--- config.mk ---
export PLATFORM = sky130hd
export DESIGN_NAME = dram_controller
export DESIGN_NICKNAME = d
export VERILOG_FILES = /design/src/rtl/dram_controller.sv
export SDC_FILE = /design/constraint.sdc
export NUM_CORES = 1
export LEC_CHECK = 0
export CAP_MARGIN = 10
export CORE_AREA = 8 8 66 68
export DETAILED_ROUTE_END_ITERATION = 16
export DIE_AREA = 0 0 74 76
export PLACE_DENSITY = 0.88
export SYNTH_ARGS = -nofsm -noshare
export SYNTH_HDL_FRONTEND = slang
export SYNTH_SLANG_ARGS = --single-unit
--- constraint.sdc ---
create_clock -name CLK -period 4.4 [get_ports CLK]
set_input_delay 0.88 -clock CLK [delete_from_list [all_inputs] [get_ports CLK]]
set_output_delay 0.88 -clock CLK [all_outputs]
set_load 0.005 [all_outputs]
--- src/rtl/dram_controller.sv ---
// DRAM controller for a 32-bit CPU bus: RAS/CAS sequencing, byte-lane
// column strobes, port-size acknowledge and periodic CAS-before-RAS refresh.
// Every output is a register loaded from the next-state decode of one FSM.
module dram_controller #(
   parameter int unsigned REFRESH_INTERVAL = 780
) (
   input  logic        CLK,
   input  logic        RST_n,
   input  logic        CS_DRAM_n,
   input  logic        AS_n,
   input  logic        RW,
   input  logic        SIZ0,
   input  logic        SIZ1,
   input  logic [21:0] A,
   output logic [9:0]  MA,
   output logic        RAS_n,
   output logic [3:0]  CAS_n,
   output logic        WE_n,
   output logic        DSACK0_DRAM_n,
   output logic        DSACK1_DRAM_n
);

   localparam int unsigned CW = (REFRESH_INTERVAL > 1) ? $clog2(REFRESH_INTERVAL) : 1;
   localparam logic [CW-1:0] RELOAD = CW'(REFRESH_INTERVAL - 1);

   typedef enum logic [3:0] {
      IDLE  = 4'd0,
      ROW   = 4'd1,
      RCD   = 4'd2,
      CAS   = 4'd3,
      PRE1  = 4'd4,
      PRE2  = 4'd5,
      RCAS  = 4'd6,
      RRAS1 = 4'd7,
      RRAS2 = 4'd8,
      RRAS3 = 4'd9
   } state_e;

   state_e        state_q, state_d;
   logic [CW-1:0] cnt_q, cnt_d;
   logic          pend_q, pend_d;
   logic [9:0]    ma_q, ma_d;
   logic          ras_q, ras_d;
   logic [3:0]    cas_q, cas_d;
   logic          we_q, we_d;
   logic          dsack_q, dsack_d;

   // Active-low column strobes for a write, from the byte offset and transfer
   // size. Bit order is {UUD, UMD, LMD, LLD} = {D31:24, D23:16, D15:8, D7:0}.
   function automatic logic [3:0] write_cas_n(input logic a1, input logic a0,
                                              input logic siz1, input logic siz0);
      logic uud, umd, lmd, lld;
      uud = ~a1 & ~a0;
      umd = (~a1 & a0) | (~a1 & ~siz0) | (~a1 & siz1);
      lmd = (a1 & ~a0) | (~a1 & ~siz0 & ~siz1) | (~a1 & siz0 & siz1) | (~a1 & a0 & ~siz0);
      lld = (a1 & a0) | (a0 & siz0 & siz1) | (~siz0 & ~siz1) | (a1 & siz1);
      return ~{uud, umd, lmd, lld};
   endfunction

   // State, refresh bookkeeping and output registers; reset aborts any cycle.
   always_ff @(posedge CLK or negedge RST_n) begin
      if (!RST_n) begin
         state_q <= IDLE;
         cnt_q   <= RELOAD;
         pend_q  <= 1'b0;
         ma_q    <= 10'd0;
         ras_q   <= 1'b1;
         cas_q   <= 4'b1111;
         we_q    <= 1'b1;
         dsack_q <= 1'b1;
      end else begin
         state_q <= state_d;
         cnt_q   <= cnt_d;
         pend_q  <= pend_d;
         ma_q    <= ma_d;
         ras_q   <= ras_d;
         cas_q   <= cas_d;
         we_q    <= we_d;
         dsack_q <= dsack_d;
      end
   end

   // Refresh timer: an expiry always (re)sets the request, even in RCAS,
   // so a request arriving while one is serviced is never lost.
   always_comb begin
      cnt_d  = cnt_q;
      pend_d = pend_q;
      if (cnt_q == {CW{1'b0}}) begin
         cnt_d  = RELOAD;
         pend_d = 1'b1;
      end else begin
         cnt_d = cnt_q - CW'(1'b1);
         if (state_q == RCAS) begin
            pend_d = 1'b0;
         end else begin
            pend_d = pend_q;
         end
      end
   end

   // Next-state decode; refresh has priority over a CPU access in IDLE.
   always_comb begin
      state_d = state_q;
      case (state_q)
         IDLE: begin
            if (pend_q) begin
               state_d = RCAS;
            end else if (!CS_DRAM_n && !AS_n) begin
               state_d = ROW;
            end else begin
               state_d = IDLE;
            end
         end
         ROW:   state_d = AS_n ? PRE1 : RCD;
         RCD:   state_d = AS_n ? PRE1 : CAS;
         CAS:   state_d = AS_n ? PRE1 : CAS;
         PRE1:  state_d = PRE2;
         PRE2:  state_d = IDLE;
         RCAS:  state_d = RRAS1;
         RRAS1: state_d = RRAS2;
         RRAS2: state_d = RRAS3;
         RRAS3: state_d = PRE1;
         default: state_d = IDLE;
      endcase
   end

   // Output decode from the state being entered; MA only moves at row/column load.
   always_comb begin
      ma_d    = ma_q;
      ras_d   = 1'b1;
      cas_d   = 4'b1111;
      we_d    = 1'b1;
      dsack_d = 1'b1;
      case (state_d)
         ROW: begin
            ras_d = 1'b0;
            we_d  = RW;
            ma_d  = A[21:12];
         end
         RCD: begin
            ras_d = 1'b0;
            we_d  = we_q;
            ma_d  = A[11:2];
         end
         CAS: begin
            ras_d   = 1'b0;
            we_d    = we_q;
            dsack_d = 1'b0;
            if (state_q == CAS) begin
               cas_d = cas_q;
            end else if (we_q) begin
               cas_d = 4'b0000;
            end else begin
               cas_d = write_cas_n(A[1], A[0], SIZ1, SIZ0);
            end
         end
         RCAS: begin
            cas_d = 4'b0000;
         end
         RRAS1, RRAS2, RRAS3: begin
            ras_d = 1'b0;
            cas_d = 4'b0000;
         end
         default: begin
            ras_d = 1'b1;
         end
      endcase
   end

   assign MA            = ma_q;
   assign RAS_n         = ras_q;
   assign CAS_n         = cas_q;
   assign WE_n          = we_q;
   assign DSACK0_DRAM_n = dsack_q;
   assign DSACK1_DRAM_n = dsack_q;

endmodule

==> results by group, run 1 <==
Logic synthesis
  – Synth unique cells: 39
  – Primary FF master, synth: dfrtp_1
  – Post-synthesis sequential area ratio: 50.9%
  – Synth Register Bits: 32
  – Mean area per synthesized cell: 9.71 sq um
  – Synth Net Count: 195
  – Number of flops mapped to enable cells by yosys: 0
  – Warnings, synthesis: 0
  – Syn Std Cell Area: 1600 sq um
  – Synth async-reset ratio: 100%
  – Post-Syn Instances: 165

Timing
  – Final setup fails: 0
  – Slew Limit Fails: 0
  – Final clock skew: 0.0110 ns
  – Worst-Margin Slew: 0.692 ns
  – Period utilization: 54.7%
  – Unrepaired setup endpoints after global routing: false
  – Final Critical Period: 2.41 ns
  – Hold Vio Cnt, Final: 0
  – Maximum clock rate: 415 MHz
  – Setup TNS: 0 ns
  – Headroom to the max-slew limit: 53.7%

Clock tree
  – Cts hold-fix bufs: 0
  – Root Buffer: clkbuf_4
  – CTS max path bufs: 2
  – Clock Pin Slew Worst Setup and Hold Paths: 0.10 ns
  – Clk_lat worst skew: 0.34 ns
  – Clk sinks: 32
  – Total CTS buffers: 5
  – Post-CTS Setup Bufs: 0
  – H-tree depth: 2
  – CTS tree: done
  – CTS resizes: 0

Layout
  – Ratio of cells with drive above 1 in the final layout: 13.3%
  – Core Util, Final: 62.7%
  – Antenna diodes: 0
  – Nets: 240
  – Post-route cell area: 2160 sq um
  – Area delta synth->final: 34.7%
  – Commonest non-fill, non-tap cells in the layout: clkdlybuf4s50_1, nor2_1, dfrtp_1
  – Most common cell after layout, fill and taps aside: clkdlybuf4s50_1

Floorplan
  – Core Area: 3440 sq um
  – I/O pin count: 47
  – Die width: 74 microns
  – Initial Util: 46.5%
  – Die Area: 5620 sq um
  – Chip height: 76 microns
  – Cell Rows: 22

Global route
  – Initial antenna violation count: 0
  – Vias in the first global route: 1396
  – First-pass GRT wire length: 6380 microns
  – Total track usage: 14.2%
  – Overflow after GRT: 0
  – Largest net degree at the start of global routing: 33

Routing
  – Post-DR wirelength/cell: 14.5 microns
  – Drt pass-1 iters: 4
  – 1st-iter DRT viols: 82
  – Routed Wire Length: 3760 microns
  – Vias: 1379
  – Post-route ant nets: 0
  – DRC Markers: 0
  – Via density: 5.32

Power and ir drop
  – Total Power Consumption: 0.00109 W
  – Seq pwr share: 44.0%
  – Leakage: 0.858 nW
  – Net Switching: 0.000349 W
  – Clock Power Share: 17.9%
  – Internal power: 0.000742 W
  – Worst VDD drop: 0.000273 V
  – Power Dens Cells: 506 nW/um^2
  – Logic pwr share: 38.1%
  – Sw frac: 32.0%

Worst setup path
  – Worst reg2reg path endpoint: MA[6]
  – Arrival @ worst endpoint: 2.59 ns
  – Reg2Reg Depth: 4
  – CP max FO: 20
  – Critical Path RT: 4.58 ns
  – Critical path type: in2reg
  – Worst setup SP type: input port
  – Crit Reg-Reg Startpoint: state_q[2]
  – FF-to-FF setup slack: 2.50 ns
  – Critical Path Sink Type: flip-flop

Worst hold path
  – Min-delay src: cnt_q[0]
  – Hold path cells: 1
  – Hold Crit Class: reg2reg
  – Hold-critical path endpoint: cnt_q[0]

Place
  – Area after DPL: 2090 sq um
  – GP Congestion: 0.820
  – I/O Buffers: 46
  – Final HPWL from detailed placement: 2750 microns

Outcome
  – Status: completed

Job
  – # Max-Cap Violations: 0
[power by group through the flow]
stage | clock network (W) | logic (W) | registers [W]
after floorplan | 0 | 0.000232 | 0.000453
after global placement | 0 | 0.000411 | 0.000482
after detailed placement | 0 | 0.000421 | 0.000485
after CTS | 0.000200 | 0.000424 | 0.000479
after global routing | 0.000212 | 0.000462 | 0.000492
final | 0.000195 | 0.000416 | 0.000480
[critical path: stages]
cell	delay, ns
clkdlybuf4s50_1	0.54
nor3_1	0.29
nand3_1	0.55
nor2_1	0.26
a21oi_1	0.07
[kinds of logic after synthesis]
logic type,synth area share [%]
AOI/OAI and AO/OA,19.8
xor gates and xnor gates,2.73
adders and majority gates,0.781
buffers and inverters,3.98
DFF,50.9
muxes,1.33
and+or+nand+nor,20.4
[sequential cells by signal, summed over array words and instances, names as in the netlist]
| register | flops |
|---|---|
| CAS_n | 4 |
| DSACK0_DRAM_n | 1 |
| MA | 10 |
| RAS_n | 1 |
| WE_n | 1 |
| cnt_q | 10 |
| pend_q | 1 |
| state_q | 4 |
[layer usage]
metal  routed length (microns)  track usage, %
met5                         0               0
met4                        63            5.60
met3                       293            5.92
met2                      1940            24.0
met1                      1460            14.9
[how the worst max path moves through the flow]
stage | start | end | slack (ns) | depth (start not counted)
after floorplan | AS_n | MA[0] | 2.44 | 5
after global placement | AS_n | MA[7] | 1.72 | 5
after detailed placement | AS_n | MA[6] | 1.66 | 5
after CTS | AS_n | MA[6] | 2.00 | 5
after global routing | AS_n | MA[4] | 1.72 | 5
final | AS_n | MA[6] | 1.99 | 5
[metrics by stage]
stage | setup WS, ns | instances | hold slack (ns)
after floorplan | 2.44 | 165 | 0.435
after global placement | 1.72 | 251 | 0.445
after detailed placement | 1.66 | 251 | 0.463
after CTS | 2.00 | 259 | 0.485
after global routing | 1.72 | 259 | 0.491
final | 1.99 | 259 | 0.481
[cell type report]
cell class | count | area [sq um]
Clock buffer | 8 | 68.8
Tap cell | 48 | 60.1
Sequential cell | 32 | 816
Inverter | 6 | 22.5
Multi-Input combinational cell | 118 | 722
Fill cell | 279 | 1280
Timing Repair Buffer | 47 | 468
[cell usage after synthesis, types with 2 or more instances]
library cell  count  area [sq um]
nor4_2            2          25.0
nand2b_1          3          18.8
clkbuf_1          5          18.8
buf_2             3          15.0
xnor2_1           4          35.0
o22ai_1           4          25.0
a22o_1            2          17.5
nand2_1          11          41.3
o31ai_1           2          15.0
a2bb2oi_1         4          35.0
nor2_1           27           101
dfrtp_1          20           500
dfstp_2          12           315
a21oi_1          11          55.1
a22oi_1          13          97.6
nor3_1            4          20.0
o21ai_0           7          35.0
nor2_2            2          12.5
inv_1             6          22.5
nand3_1           4          20.0
Note: power is estimated with default switching activity, not from simulation.
==> run 2: changes to the inputs <==
--- a/config.mk
+++ b/config.mk
@@ -6,10 +6,10 @@
 export NUM_CORES = 1
 export LEC_CHECK = 0
 export CAP_MARGIN = 10
-export CORE_AREA = 8 8 66 68
+export CORE_AREA = 8 8 68 70
 export DETAILED_ROUTE_END_ITERATION = 16
-export DIE_AREA = 0 0 74 76
-export PLACE_DENSITY = 0.88
+export DIE_AREA = 0 0 76 78
+export PLACE_DENSITY = 0.83
 export SYNTH_ARGS = -nofsm -noshare
 export SYNTH_HDL_FRONTEND = slang
 export SYNTH_SLANG_ARGS = --single-unit
==> constraint.sdc (replaced) <==
create_clock -name CLK -period 2.5 [get_ports CLK]
set_input_delay 0.5 -clock CLK [delete_from_list [all_inputs] [get_ports CLK]]
set_output_delay 0.5 -clock CLK [all_outputs]
set_load 0.005 [all_outputs]
==> run 2 against run 1 <==
Combinational power rose by 77%. Cell area is 0.23% higher. Die area up 5.4%. Sequential cell count unchanged. Clock skew about the same. Critical endpoint is now WE_n.
==> results by group, run 2 (same netlist as run 1, synthesis figures left out) <==
Floorplan
  – Core Area: 3550 sq um
  – Chip height: 78 microns
  – I/O pin count: 47
  – Initial Util: 45.1%
  – Die Area: 5930 sq um
  – Cell Rows: 22
  – Die width: 76 microns

Global route
  – First-pass GRT wire length: 6260 microns
  – Largest net degree at the start of global routing: 33
  – GRT met3 Usage: 5.76%
  – Initial antenna violation count: 0
  – Overflow after GRT: 0
  – M1 GR Usage: 14.3%
  – Vias in the first global route: 1390
  – Total track usage: 12.8%
  – Layer with the highest usage: met2
  – M2 GR Usage: 20.4%

Clock tree
  – CTS resizes: 0
  – Clk_lat worst skew: 0.33 ns
  – CTS max path bufs: 2
  – Post-CTS Setup Bufs: 0
  – Total CTS buffers: 5
  – Clk sinks: 32
  – Cts hold-fix bufs: 0
  – H-tree depth: 2
  – CTS tree: done
  – Clock Pin Slew Worst Setup and Hold Paths: 0.10 ns
  – Root Buffer: clkbuf_4

Routing
  – Via density: 5.23
  – Post-DR wirelength/cell: 13.3 microns
  – Drt pass-1 iters: 4
  – Vias: 1366
  – Post-route ant nets: 0
  – 1st-iter DRT viols: 112
  – Routed Wire Length: 3470 microns
  – DRC Markers: 0

Layout
  – Core Util, Final: 60.9%
  – Most common cell after layout, fill and taps aside: clkdlybuf4s50_1
  – Nets: 242
  – Filler cell count in the final layout: 319
  – Ratio of cells with drive above 1 in the final layout: 13.6%
  – Area delta synth->final: 35.0%
  – Antenna diodes: 0
  – Commonest non-fill, non-tap cells in the layout: clkdlybuf4s50_1, nor2_1, dfrtp_1

Timing
  – Headroom to the max-slew limit: 69.7%
  – Final clock skew: 0.0111 ns
  – Period utilization: 75.8%
  – Setup TNS: 0 ns
  – Unrepaired setup endpoints after global routing: false
  – Final worst slack: 0.606 ns
  – Worst-Margin Slew: 0.454 ns
  – Hold Vio Cnt, Final: 0
  – Maximum clock rate: 528 MHz
  – Final Critical Period: 1.89 ns
  – Slew Limit Fails: 0
  – Final setup fails: 0

Worst setup path
  – Worst setup SP type: flip-flop
  – CP max FO: 3
  – CP delay by family, top: flip-flops
  – Critical Path Sink Type: output pin
  – Critical path type: reg2out
  – Crit Reg-Reg Startpoint: state_q[2]
  – Critical Path RT: 2.00 ns
  – Largest stage delay, worst path: 0.57 ns
  – WP depth: 1
  – FF-to-FF setup slack: 0.66 ns
  – CP max stage cell: dfstp_2
  – Worst path bufs/invs: 1
  – Crit path launch: WE_n
  – Reg2Reg Depth: 4
  – Arrival @ worst endpoint: 1.39 ns
  – Worst path cell trace: clkdlybuf4s50_1

Place
  – Pre-CTS setup slack: 0.370 ns
  – I/O Buffers: 46
  – GP Congestion: 0.789
  – Final HPWL from detailed placement: 2590 microns

Worst hold path
  – Hold path cells: 1
  – Min-delay src: cnt_q[0]
  – Hold Crit Class: reg2reg

Job
  – # Max-Cap Violations: 0

Outcome
  – Status: completed

Power and ir drop
  – Power Dens Cells: 868 nW/um^2
  – Worst VDD drop: 0.000525 V
  – Leakage: 0.861 nW
## run 2: cell types whose count changed in the layout (fill, tap and decap cells not counted)
cell,change
buf_4,+2
clkbuf_8,-1
clkbuf_1,+1
## run 2: where the power goes
part	internal (W)	leakage (nW)	total, W	switching (W)
logic	0.000449	0.469	0.000738	0.000289
registers	0.000697	0.360	0.000841	0.000144
clock network	0.000139	0.0326	0.000297	0.000159
## run 2: final cells by class
| type | count | area (sq um) | area share (%) |
|---|---|---|---|
| flip-flops and latches | 32 | 816 | 37.7 |
| repair buffers | 49 | 483 | 22.3 |
| clock buffers | 8 | 58.8 | 2.72 |
| multi-input cells | 118 | 722 | 33.4 |
| well taps | 48 | 60.1 | 2.78 |
| inverters | 6 | 22.5 | 1.04 |
## run 2: path summary, 6_finish.rpt
| kind | endpoint |
|---|---|
| min reg2reg | cnt_q[0] |
| max | WE_n |
| max reg2reg | MA[0] |
| min | cnt_q[0] |
| max in group asynchronous | DSACK0_DRAM_n |
| min in group asynchronous | state_q[1] |
## run 2: metrics by stage
step | cells | hold slack, ns | total power [W] | instance area (sq um)
2_1_floorplan | 165 | 0.204 | 0.00121 | 1600
5_1_grt | 261 | 0.507 | 0.00203 | 2160
6_report | 261 | 0.471 | 0.00188 | 2160
4_1_cts | 261 | 0.474 | 0.00190 | 2160
3_5_place_dp | 253 | 0.453 | 0.00160 | 2100
3_3_place_gp | 253 | 0.449 | 0.00158 | 2100
## run 2: per-layer routing
layer,vias up,wire (microns)
li1,689,-
met1,634,1470
met2,37,1670
met3,6,278
met4,0,57
met5,-,0
